===== config.mk =====
export PLATFORM = sky130hd
export DESIGN_NAME = mux_arb
export DESIGN_NICKNAME = d
export VERILOG_FILES = /design/src/rtl/mux_arb.sv
export SDC_FILE = /design/constraint.sdc
export NUM_CORES = 1
export LEC_CHECK = 0
export ABC_CLOCK_PERIOD_IN_PS = 1400
export CAP_MARGIN = 25
export CORE_AREA = 2 2 39 41
export CTS_CLUSTER_SIZE = 10
export DETAILED_ROUTE_END_ITERATION = 8
export DIE_AREA = 0 0 41 43
export GPL_ROUTABILITY_DRIVEN = 0
export PLACE_DENSITY = 0.61
export SYNTH_ARGS = -nofsm -noshare
export SYNTH_HDL_FRONTEND = slang
export SYNTH_SLANG_ARGS = --single-unit

===== constraint.sdc =====
create_clock -name clk -period 1.4 [get_ports clk]
set_input_delay 0.28 -clock clk [delete_from_list [all_inputs] [get_ports clk]]
set_output_delay 0.28 -clock clk [all_outputs]
set_load 0.005 [all_outputs]

===== src/rtl/mux_arb.sv =====
// mux_arb: packet-level round-robin arbiter that drives the one-hot select of a 2:1 flit mux.
// Define MUX_ARB_STATS_EN to compile in per-input completed-packet counters and stats_clr.
module mux_arb #(
  parameter int CNTW = 16
) (
  input  logic            clk,
  input  logic            rst_,
  input  logic            ivalid_0,
  input  logic [1:0]      itype_0,
  input  logic            ivalid_1,
  input  logic [1:0]      itype_1,
  input  logic            ordy,
`ifdef MUX_ARB_STATS_EN
  input  logic            stats_clr,
  output logic [CNTW-1:0] pkt_cnt_0,
  output logic [CNTW-1:0] pkt_cnt_1,
`endif
  output logic [1:0]      sel,
  output logic            grant_0,
  output logic            grant_1,
  output logic            busy
);

  localparam logic [1:0] TYPE_HEAD = 2'b01;
  localparam logic [1:0] TYPE_TAIL = 2'b10;

  typedef enum logic [1:0] {
    IDLE  = 2'b00,
    LOCK0 = 2'b01,
    LOCK1 = 2'b10
  } state_t;

  state_t     state_q, state_d;
  logic       prio_q, prio_d;
  logic [1:0] sel_q, sel_d;
  logic       busy_q, busy_d;

  logic req_0, req_1;
  logic tail_0, tail_1;

  // prio names the input that wins when both present a HEAD in the same cycle
  function automatic state_t pick(input logic r0, input logic r1, input logic p);
    state_t nxt;
    nxt = IDLE;
    if (r0 && r1) begin
      nxt = p ? LOCK1 : LOCK0;
    end else if (r0) begin
      nxt = LOCK0;
    end else if (r1) begin
      nxt = LOCK1;
    end
    return nxt;
  endfunction

  always_comb begin
    req_0   = ivalid_0 & (itype_0 == TYPE_HEAD);
    req_1   = ivalid_1 & (itype_1 == TYPE_HEAD);
    grant_0 = ivalid_0 & sel_q[0] & ordy;
    grant_1 = ivalid_1 & sel_q[1] & ordy;
    tail_0  = grant_0 & (itype_0 == TYPE_TAIL);
    tail_1  = grant_1 & (itype_1 == TYPE_TAIL);
  end

  // Tail handover re-arbitrates in the same cycle with priority already flipped,
  // so a waiting head on the other input is locked with no idle bubble.
  always_comb begin
    state_d = state_q;
    prio_d  = prio_q;
    case (state_q)
      IDLE: state_d = pick(req_0, req_1, prio_q);
      LOCK0: begin
        if (tail_0) begin
          prio_d  = 1'b1;
          state_d = pick(req_0, req_1, 1'b1);
        end
      end
      LOCK1: begin
        if (tail_1) begin
          prio_d  = 1'b0;
          state_d = pick(req_0, req_1, 1'b0);
        end
      end
      default: state_d = IDLE;
    endcase
    sel_d  = {state_d == LOCK1, state_d == LOCK0};
    busy_d = (state_d != IDLE);
  end

  always_ff @(posedge clk or posedge rst_) begin
    if (rst_) begin
      state_q <= IDLE;
      prio_q  <= 1'b0;
      sel_q   <= 2'b00;
      busy_q  <= 1'b0;
    end else begin
      state_q <= state_d;
      prio_q  <= prio_d;
      sel_q   <= sel_d;
      busy_q  <= busy_d;
    end
  end

  assign sel  = sel_q;
  assign busy = busy_q;

`ifdef MUX_ARB_STATS_EN
  logic [CNTW-1:0] pkt_cnt_0_q, pkt_cnt_0_d;
  logic [CNTW-1:0] pkt_cnt_1_q, pkt_cnt_1_d;

  always_comb begin
    pkt_cnt_0_d = pkt_cnt_0_q;
    pkt_cnt_1_d = pkt_cnt_1_q;
    if (stats_clr) begin
      pkt_cnt_0_d = '0;
      pkt_cnt_1_d = '0;
    end else begin
      if (tail_0) pkt_cnt_0_d = pkt_cnt_0_q + CNTW'(1);
      if (tail_1) pkt_cnt_1_d = pkt_cnt_1_q + CNTW'(1);
    end
  end

  always_ff @(posedge clk or posedge rst_) begin
    if (rst_) begin
      pkt_cnt_0_q <= '0;
      pkt_cnt_1_q <= '0;
    end else begin
      pkt_cnt_0_q <= pkt_cnt_0_d;
      pkt_cnt_1_q <= pkt_cnt_1_d;
    end
  end

  assign pkt_cnt_0 = pkt_cnt_0_q;
  assign pkt_cnt_1 = pkt_cnt_1_q;
`endif

endmodule


==> metrics.yaml <==
timing:
  timing.fmax_ghz: 0.739
  fin_crit_sh_pct: 96.7
  fin_ws_ns: 0.0468
  finalSetupViolations: 0
  rsz0062_at_grt: "false"
  tightest_slew_ns: 0.316
  slew_headroom_pct: 78.6
  final-hold-violation-count: 0
  timing.final.max_slew_violations: 0
  finalCriticalPeriod_ns: 1.35
  finClkSkew_ns: 0.00454
routing:
  ant_nets: 0
  drt_iter0_drc: 10
  routed_wl_um: 808
  vias: 340
  first_pass_iters: 4
  wl_per_cell_um: 11.4
  drc_errors: 0
  post_drt_via_cell_ratio: 4.79
clock_network:
  insertion_delay_ns: 0.24
  cts_buffers: 3
  htree_levels: 1
  clkSinkCount: 6
  cts_tree: "built"
  clk_pin_slew_worst_paths_ns: 0.05
  root_buffer: "clkbuf_4"
  cts_buffer_depth: 2
  cts_hold_buf: 0
yosys:
  syn_avg_cell_area_um2: 10.3
  synth_top_area_share_pct: 45.5
  synthCells: 32
  yosys_warnings: 0
  ys_seq_elements: 6
  ys_seq_area_share_pct: 45.5
  synthTopCellsByArea: "dfrtp_1, o311ai_1, inv_1, nor3b_1, and4bb_1"
  synth_nets: 41
  synth_area_um2: 330
  synth_cell_type_count: 21
  synth_top_area_cell: "dfrtp_1"
setup_path:
  worst-path-buf-inv: 1
  crit_path_max_fanout: 2
  start_kind: "register"
  critPathSlowestCell: "clkdlybuf4s50_1"
  crit_chain: "clkdlybuf4s50_1"
  crit_family: "buffers and inverters"
  cpPeakStageDelay_ns: 0.50
  crit_required_ns: 1.12
  worstSetupEndpointType: "output pin"
  arrival_ns: 1.07
  path_class: "register to output pin"
min_path:
  worstHoldPathType: "input pin to asynchronous set/reset pin"
floorplanning:
  dieArea_mm2: 0.00176
  fp.coreArea_mm2: 0.00138
  start_util_pct: 23.9
  die_y_um: 43
  io_pins: 14
  die_w_um: 41
  rows: 14
layout:
  drive_gt1_share_pct: 29.1
  final_cell_mix: "dlygate4sd2_1, buf_4, dfrtp_1"
  stdcell_count: 71
  diodes: 0
  area_growth_syn_to_layout_pct: 68.9
  nNetsFinal: 66
  final_core_util_pct: 40.3
  fin_area_um2: 558
flow_run:
  drv_cap: 0
power_and_ir_drop:
  power.density_mw_per_mm2: 1380
  leakagePower_nw: 0.282
  ir_drop_v: 0.000640
global_routing:
  grt-ovfl-total: 0
  grt_pass1_wl_mm: 1.24
  grt_pass1_vias: 327
  grt_max_degree: 9
  antenna_found_initial: 0
  grt_usage_pct: 10.7
placement:
  post-place-ws_ns: -0.348
  place_area_um2: 510
  io_buffers: 13
  hpwl_um: 596
  place_inst: 65
run_status:
  outcome: "finished clean"
per-stage QoR:
stage	TNS, ns	total power, mW	hold slack, ns
4_1_cts	0	0.779	0.254
3_5_place_dp	-1.69	0.601	0.520
5_1_grt	0	0.828	0.291
2_1_floorplan	0	0.435	0.0710
6_report	0	0.768	0.249
3_3_place_gp	-1.73	0.599	0.512
final timing paths:
path / start / slack, ns / cells after the start / end
worst min-delay path: rst_ / 0.25 / 2 / sel[0]$_DFF_PP0_
worst max-delay path: sel[1]$_DFF_PP0_ / 0.05 / 1 / sel[1]
min in group clk: itype_1[1] / 0.47 / 3 / sel[0]$_DFF_PP0_
worst min register to register: state_q[1]$_DFF_PP0_ / 0.62 / 1 / prio_q$_DFFE_PP0P_
worst max register to register: prio_q$_DFFE_PP0P_ / 0.06 / 4 / busy$_DFF_PP0_
max in group asynchronous: rst_ / 0.96 / 2 / busy$_DFF_PP0_
cell type report:
| type | count | area, µm² |
|---|---|---|
| sequential | 6 | 150 |
| inverter | 4 | 15.0 |
| timing repair buffer | 20 | 173 |
| multi-input combinational | 22 | 178 |
| tap | 16 | 20.0 |
| fill | 151 | 826 |
| clock buffer | 3 | 22.5 |
registers in the layout (all words and copies together), names as in the netlist:
| signal | count |
|---|---|
| prio_q | 1 |
| state_q | 2 |
| busy | 1 |
| sel | 2 |
what timing repair did:
| action | CTS | global route |
|---|---|---|
| buffers inserted | 2 | 1 |
| gates resized for setup | 11 | 1 |
| pin swaps | 6 | 0 |
| setup endpoints to repair | 3 | 1 |
| gates cloned | 0 | 0 |
synthesized netlist by cell type (all sizes together):
| master | instances |
|---|---|
| and4bb | 1 |
| nor2 | 1 |
| and3b | 1 |
| o21ai | 2 |
| nand3 | 1 |
| nor3b | 2 |
| dfrtp | 6 |
| inv | 4 |
| a21oi | 1 |
| nor3 | 1 |
| o311ai | 3 |
| or2 | 1 |
| nand4 | 1 |
| a32o | 2 |
| nand3b | 2 |
| and3 | 1 |
| nand2 | 1 |
| o22ai | 1 |
layer usage:
layer  GRT usage (%)  share of wire (%)  up-vias
met2            15.3                 45       12
met1            12.9                 44      155
li1                -                  -      171
met4            10.0                1.2        0
met3            1.57                9.2        2
met5               0                  0        -
worst register-to-register path, stage by stage, from the launching register on:
cell,delay (ns)
dfrtp_1,0.39
and4bb_1,0.26
o22ai_1,0.10
a32o_2,0.24
or2_1,0.22
cell families (layout without fill, tap and decap cells):
family	after synthesis	count (layout)	share of synthesized area [%]
AOI/OAI and AO/OA	9	9	20.8
buffers and inverters	4	27	4.54
DFF	6	6	45.5
and+or+nand+nor	13	13	29.2
report_power, final:
group	internal (mW)	switching [mW]	total [mW]
clock	0.0968	0.0598	0.157
combinational	0.188	0.108	0.296
sequential	0.244	0.0708	0.315
Note: power is estimated with default switching activity, not from simulation.
